**config.mk**
```make
export PLATFORM = sky130hd
export DESIGN_NAME = mux_lut_unit
export DESIGN_NICKNAME = d
export VERILOG_FILES = /design/src/rtl/mux_lut_pkg.sv /design/src/rtl/mux_lut_lane.sv /design/src/rtl/mux_lut_unit.sv
export SDC_FILE = /design/constraint.sdc
export NUM_CORES = 1
export LEC_CHECK = 0
export ABC_AREA = 1
export CAP_MARGIN = 5
export CORE_ASPECT_RATIO = 0.9
export CORE_MARGIN = 3
export CORE_UTILIZATION = 35
export CTS_CLUSTER_DIAMETER = 30
export DETAILED_ROUTE_END_ITERATION = 10
export MAX_ROUTING_LAYER = met4
export SYNTH_ARGS = -nofsm -noshare
export SYNTH_HDL_FRONTEND = slang
export SYNTH_SLANG_ARGS = --single-unit
```
**constraint.sdc**
```tcl
create_clock -name clk -period 1.7 [get_ports clk]
set_input_delay 0.34 -clock clk [delete_from_list [all_inputs] [get_ports clk]]
set_output_delay 0.34 -clock clk [all_outputs]
set_load 0.03 [all_outputs]
```
**src/rtl/mux_lut_pkg.sv**
```systemverilog
// Shared types and helpers for the mux-based programmable LUT unit.
// Holds the FSM state type, table depth helper and reset table pattern.
package mux_lut_pkg;

    typedef enum logic [1:0] {
        RUN   = 2'd0,
        DRAIN = 2'd1,
        LOAD  = 2'd2
    } state_t;

    // Truth table depth for K select inputs (T = 1 << K).
    function automatic int lut_depth(input int k);
        return 1 << k;
    endfunction

    // Inverter pattern: entry j is the NOT of select bit 0.
    // Sized for the largest legal K (6); callers keep the low T bits.
    function automatic logic [63:0] default_table(input int k);
        logic [63:0] t;
        t = '0;
        for (int j = 0; j < (1 << k); j++) begin
            t[j] = ~j[0];
        end
        return t;
    endfunction

endpackage

```
**src/rtl/mux_lut_lane.sv**
```systemverilog
// One lane of the LUT: a K-level 2:1 mux tree selecting a table bit.
// Ports: tbl (2^K truth table), sel (K-bit select), y (selected bit).
module mux_lut_lane
    import mux_lut_pkg::*;
#(
    parameter int K = 2
) (
    input  logic [(1<<K)-1:0] tbl,
    input  logic [K-1:0]      sel,
    output logic              y
);

    localparam int T = lut_depth(K);

    logic [T-1:0] level;

    // Each pass halves the live width; select bit l picks odd/even leaf.
    // Writes go to index j while reads come from 2j and 2j+1 (>= j),
    // so the in-place reduction never reads an already-updated entry.
    always_comb begin
        level = tbl;
        for (int l = 0; l < K; l++) begin
            for (int j = 0; j < T / 2; j++) begin
                level[j] = sel[l] ? level[2*j+1] : level[2*j];
            end
        end
        y = level[0];
    end

endmodule

```
**src/rtl/mux_lut_unit.sv**
```systemverilog
// W-lane registered LUT sharing one 2^K truth table, with serial reload.
// Ports: clk, rst_n (sync, active low); cfg_start/cfg_valid/cfg_bit load
// the table, index 0 first; cfg_busy/cfg_done report reconfiguration;
// in_valid/in_ready/in_data feed selects; out_valid/out_ready/out_data
// hold results. Macro MUX_LUT_CFG_READBACK_EN adds cfg_rd (live table).
module mux_lut_unit
    import mux_lut_pkg::*;
#(
    parameter int K = 2,
    parameter int W = 4
) (
    input  logic             clk,
    input  logic             rst_n,
    input  logic             cfg_start,
    input  logic             cfg_valid,
    input  logic             cfg_bit,
    output logic             cfg_busy,
    output logic             cfg_done,
    input  logic             in_valid,
    output logic             in_ready,
    input  logic [W*K-1:0]   in_data,
    output logic             out_valid,
    input  logic             out_ready,
    output logic [W-1:0]     out_data
`ifdef MUX_LUT_CFG_READBACK_EN
    ,
    output logic [(1<<K)-1:0] cfg_rd
`endif
);

    localparam int T = lut_depth(K);
    localparam logic [63:0]  DEF_ALL = default_table(K);
    localparam logic [T-1:0] DEF     = DEF_ALL[T-1:0];
    localparam logic [K:0]   LAST    = (K+1)'(T - 1);

    state_t       state;
    logic [T-1:0] lut_q;
    logic [T-1:0] shadow;
    logic [T-1:0] shadow_nxt;
    logic [K:0]   count;
    logic [W-1:0] lookup;
    logic         accept;
    logic         drain;

    genvar i;
    generate
        for (i = 0; i < W; i++) begin : g_lane
            mux_lut_lane #(.K(K)) u_lane (
                .tbl (lut_q),
                .sel (in_data[i*K +: K]),
                .y   (lookup[i])
            );
        end
    endgenerate

    assign cfg_busy = (state != RUN);
    // cfg_start blocks acceptance so a reload never races a new word.
    assign in_ready = (state == RUN) && !cfg_start
                   && (!out_valid || out_ready);
    assign accept   = in_valid && in_ready;
    assign drain    = out_valid && out_ready;

`ifdef MUX_LUT_CFG_READBACK_EN
    assign cfg_rd = lut_q;
`endif

    // Shadow including the bit arriving this cycle, so the commit
    // on the last bit copies a complete table in one edge.
    always_comb begin
        shadow_nxt = shadow;
        shadow_nxt[count[K-1:0]] = cfg_bit;
    end

    always_ff @(posedge clk) begin
        if (!rst_n) begin
            state     <= RUN;
            out_valid <= 1'b0;
            out_data  <= '0;
            cfg_done  <= 1'b0;
            count     <= '0;
            lut_q     <= DEF;
            shadow    <= DEF;
        end else begin
            cfg_done <= 1'b0;

            if (accept) begin
                out_data  <= lookup;
                out_valid <= 1'b1;
            end else if (drain) begin
                out_valid <= 1'b0;
            end

            unique case (state)
                RUN: begin
                    if (cfg_start) begin
                        state <= out_valid ? DRAIN : LOAD;
                    end
                end
                DRAIN: begin
                    if (!out_valid) begin
                        state <= LOAD;
                    end
                end
                LOAD: begin
                    if (cfg_valid) begin
                        shadow <= shadow_nxt;
                        if (count == LAST) begin
                            lut_q    <= shadow_nxt;
                            count    <= '0;
                            state    <= RUN;
                            cfg_done <= 1'b1;
                        end else begin
                            count <= count + (K+1)'(1);
                        end
                    end
                end
                default: state <= RUN;
            endcase
        end
    end

endmodule

```
== After elaboration in Yosys (flattened, before gate mapping) ==
Index checks and enable logic that the tools add are counted.
Operators by class
  $add $sub $neg: 1
  multiply operators: 0
  div/mod/pow operators: 0
  magnitude comparators: 2
  eq/ne operators: 7
  shift-type cells: 0
  multiplexer cells: 25
  bitwise gates (word level): 0
  reductions and logical operators: 15
Operators with widths (number)
  $mux 1: 16
  $mux 2: 5
  $ne 2x2->1 const B: 4
  $pmux 2 s3: 1
  $reduce_and 3->1: 2
  $logic_and 1x1->1: 5
  $bwmux 4: 1
  $reduce_and 4->1: 1
  $reduce_bool 2->1: 2
  $add 3x1->3 const B: 1
  $eq 3x2->1 const B: 1
  $lt 2x3->1 const B: 1
  $mux 3: 1
  $demux 1 s2: 1
  $eq 2x1->1 const B: 1
  $eq 2x2->1 const B: 1
  $ge 2x1->1 const B: 1
  $logic_not 1->1: 2
  $logic_not 2->1: 1
  $reduce_and 2->1: 1
  $logic_or 1x1->1: 1
Word-level totals
  register bits after elaboration: 19
  bits in latches: 0
  bits in writable memories: 0
  memory bits (read-only): 0
  bits of input ports: 15
  output and inout port bits: 8
  logic and storage cells: 57
  memories: 0

== Logic depth before layout (Yosys ltp) ==
  depth after elaboration: 5
  depth in mapped cells: 8
  gate-level depth less buffers: 8

== Cells and area by module ==
A second synthesis with hierarchy kept.
Second synthesis, totals
  cell total of the unflattened synthesis: 170
  area, all modules: 1091.0 um2
By module, submodules not included
  mux_lut_unit: times used 1, cells an instance 118, area each 885.8 um2, sequential area each 380.4 um2
  mux_lut_lane: times used 4, cells an instance 13, area each 51.3 um2, sequential area each 0.0 um2

== Worst setup path before layout ==
OpenSTA, ideal clock, no wires.
  path kind: flip-flop to output port
  start point: reg out_valid
  end point: out in_ready
  data arrival time: 0.959 ns
  required time: 1.360 ns
  setup slack: 0.401 ns
  stages on the path, launching flop included: 3
  path through: dfxtp_1 -> nand2_1 -> and3_1
On the way
  cells in the longest elaborated chain, start to end: 3
Ends and longest elaborated chain
  start, declared: RTL line mux_lut_unit.sv:22  | output logic out_valid,
  start signal, assigned: RTL line mux_lut_unit.sv:77  | out_valid <= 1'b0;
  start signal, assigned: RTL line mux_lut_unit.sv:88  | out_valid <= 1'b1;
  start signal, assigned: RTL line mux_lut_unit.sv:90  | out_valid <= 1'b0;
  $logic_not 1->1
  $logic_or 1x1->1: RTL line mux_lut_unit.sv:59  | && (!out_valid || out_ready);
  $logic_and 1x1->1: RTL line mux_lut_unit.sv:59
  end, declared: RTL line mux_lut_unit.sv:20  | output logic in_ready,
Every way passes these cells.

== Worst setup path in the final report ==
  start point: reg out_data[2]
  end point: out out_data[2]
RTL lines
  start, declared: RTL line mux_lut_unit.sv:24  | output logic [W-1:0] out_data
  start signal, assigned: RTL line mux_lut_unit.sv:87  | out_data <= lookup;
No word-level cell between the ends.

==> impl_metrics.env <==
export IMPL_first_pass_iters=4
export IMPL_detail_route_antenna_nets=0
export IMPL_r2r_start="count[0]"
export IMPL_start_kind="flop"
export IMPL_crit_family="buffers and inverters"
export IMPL_synth_top_area_share_pct=37.1
export IMPL_finalCriticalPeriod_ps=1640
export IMPL_cts_resized=2
export IMPL_routabilityCongestion=0.727
export IMPL_crit_path_max_fanout=2
export IMPL_wl_met3_um=75
export IMPL_io_pins=23
export IMPL_synth_area_per_cell_um2=6.57
export IMPL_nFillCells=278
export IMPL_grt_ovfl_total=0
export IMPL_cts_clk_slew_worst_paths_ps=100
export IMPL_peakVddDrop_v=0.000499
export IMPL_regToRegEndpoint="lut_q[2]"
export IMPL_grt_pass1_wl_um=3800
export IMPL_fin_skew_ps=2.03
export IMPL_ys_seq_area_share_pct=37.1
export IMPL_cts_tree="yes"
export IMPL_setup_violations=0
export IMPL_synth_distinct_cells=18
export IMPL_hpwl_um=1730
export IMPL_core_um2=2620
export IMPL_cts_hold_buf=0
export IMPL_wl_met2_um=950
export IMPL_post_route_period_util_pct=96.4
export IMPL_routed_via_density=4.41
export IMPL_grt_pass1_vias=896
export IMPL_min_path_type="reg -> reg"
export IMPL_min_path_cells=2
export IMPL_cp_required_ps=1360
export IMPL_htree_levels=1
export IMPL_layout_drive_gt1_share_pct=8.20
export IMPL_rsz0062_at_grt="false"
export IMPL_final_common_cell="nand2_1"
export IMPL_rows=17
export IMPL_r2r_cells=8
export IMPL_hold_end="shadow[3]"
export IMPL_cts_root_buf="clkbuf_4"
export IMPL_wirelength_um=2130
export IMPL_synth_warnings=0
export IMPL_slowest_delay_ps=670
export IMPL_drv_slew=0
export IMPL_r2r_setup_slack_ps=360
export IMPL_syn_instance_count=156
export IMPL_die_area_um2=3610
export IMPL_netlist_area_um2=1020
export IMPL_synth_nets=175
export IMPL_wl_met1_um=1090
export IMPL_end_kind="output pin"
export IMPL_post_cts_buffers=0
export IMPL_ys_ff_latch=19
export IMPL_cp_num_buf_inv=1
export IMPL_antenna_found_initial=0
export IMPL_synth_area_leaders="dfxtp_1, nand2_1, inv_1, nor2_1, ha_1"
export IMPL_grt_max_degree=13
export IMPL_path_cells="clkdlybuf4s50_1"
export IMPL_detail_route_wl_per_cell_um=9.65
export IMPL_status="completed"
export IMPL_die_w_um=63.0
export IMPL_clk_path_buf_depth=2
export IMPL_min_from="shadow[3]"
export IMPL_port_buffers=22
export IMPL_mostFrequentLayoutCells="nand2_1, inv_1, dfxtp_1"
export IMPL_initialDrtViolationCount=44
export IMPL_drc=0
export IMPL_area_delta_synth_final_pct=29.9
export IMPL_routed_top_layer="met4"
export IMPL_p_per_area_nw_per_um2=687
export IMPL_clock_fmax_mhz=610
export IMPL_insertion_delay_ps=290
export IMPL_num_vias=974
export IMPL_cap_violations=0
export IMPL_clock_sinks=19
export IMPL_initial_utilization_pct=39.2
export IMPL_tns_ps=0
export IMPL_die_height_um=57.3
export IMPL_n_antenna_cell=0
export IMPL_grt_usage_pct=13.3
export IMPL_crit_arrival_ps=1300
export IMPL_cp_slowest_cell="clkdlybuf4s50_1"
export IMPL_worst_slew_pin_slew_ps=323
export IMPL_leakage_nw=0.699
export IMPL_cts_made_buffers=3
export IMPL_postLayoutCoreUtil_pct=50.9
export IMPL_fin_nets=203
export IMPL_max_slew_margin_pct=78.5
export IMPL_hold_violations=0
export IMPL_yosysTopAreaCell="dfxtp_1"
export IMPL_crit_type="reg -> out"
where the power goes:
group / internal [mW] / total (mW) / switching, mW
clock network: 0.0912 / 0.225 / 0.134
registers: 0.467 / 0.482 / 0.0150
logic: 0.0919 / 0.208 / 0.116
total: 0.650 / 0.915 / 0.264
final cells by class:
type,count,area (um2),area share (%)
Sequential cell,19,380,28.6
Clock buffer,4,26.3,1.97
Inverter,31,116,8.74
Tap cell,38,47.5,3.57
Timing Repair Buffer,24,238,17.9
Multi-Input combinational cell,105,523,39.3
routing by layer:
metal  vias to the layer above  track usage, %
met5                         -               -
met4                         0            1.89
met3                         2            3.54
met2                        16            20.9
met1                       428            17.4
li1                        528               -
through the flow:
step | instances | setup slack, ps | instance area [um2] | hold slack [ps] | total power, mW
after floorplan | 156 | 401 | 1020 | 418 | 0.616
after global placement | 217 | 106 | 1300 | 427 | 0.700
after detailed placement | 217 | 84.3 | 1300 | 434 | 0.706
after CTS | 221 | 30.5 | 1320 | 451 | 0.930
after global routing | 221 | 1.69 | 1330 | 475 | 0.976
final | 221 | 60.7 | 1330 | 448 | 0.915
worst max-delay path by stage:
stage	slack [ps]	startpoint	cells past startpoint	end
final	60	out_data[2]	1	out_data[2]
after CTS	30	out_data[3]	1	out_data[3]
after detailed placement	80	cfg_start	4	in_ready
after global routing	2	out_data[2]	1	out_data[2]
after global placement	110	cfg_start	4	in_ready
after floorplan	400	out_valid	2	in_ready
synthesized netlist by cell type:
cell      instances
nand3_2           1
o211ai_1          3
nor2_4            1
ha_1              4
inv_2             3
nand2_2           1
a21oi_1           5
nand4_4           1
nand2_1          49
nand3b_1          4
and3_1            1
inv_1            28
o21ai_0           9
nor2_2            2
nand3_1           7
buf_2             1
dfxtp_1          19
nor2_1           17
state kept, by name, summed over array words and instances (netlist names):
register and flops:
shadow 4, out_data 4, lut_q 4, count 3, state 2, out_valid 1
cfg_done 1
logic make-up after synthesis:
group / Yosys count / synth area share, %
AOI/OAI and AO/OA: 17 / 9.03
adders and majority gates: 4 / 4.88
buffers and inverters: 32 / 11.8
DFF: 19 / 37.1
and+or+nand+nor: 84 / 37.1
No activity file was read; power rests on OpenSTA's default activity.
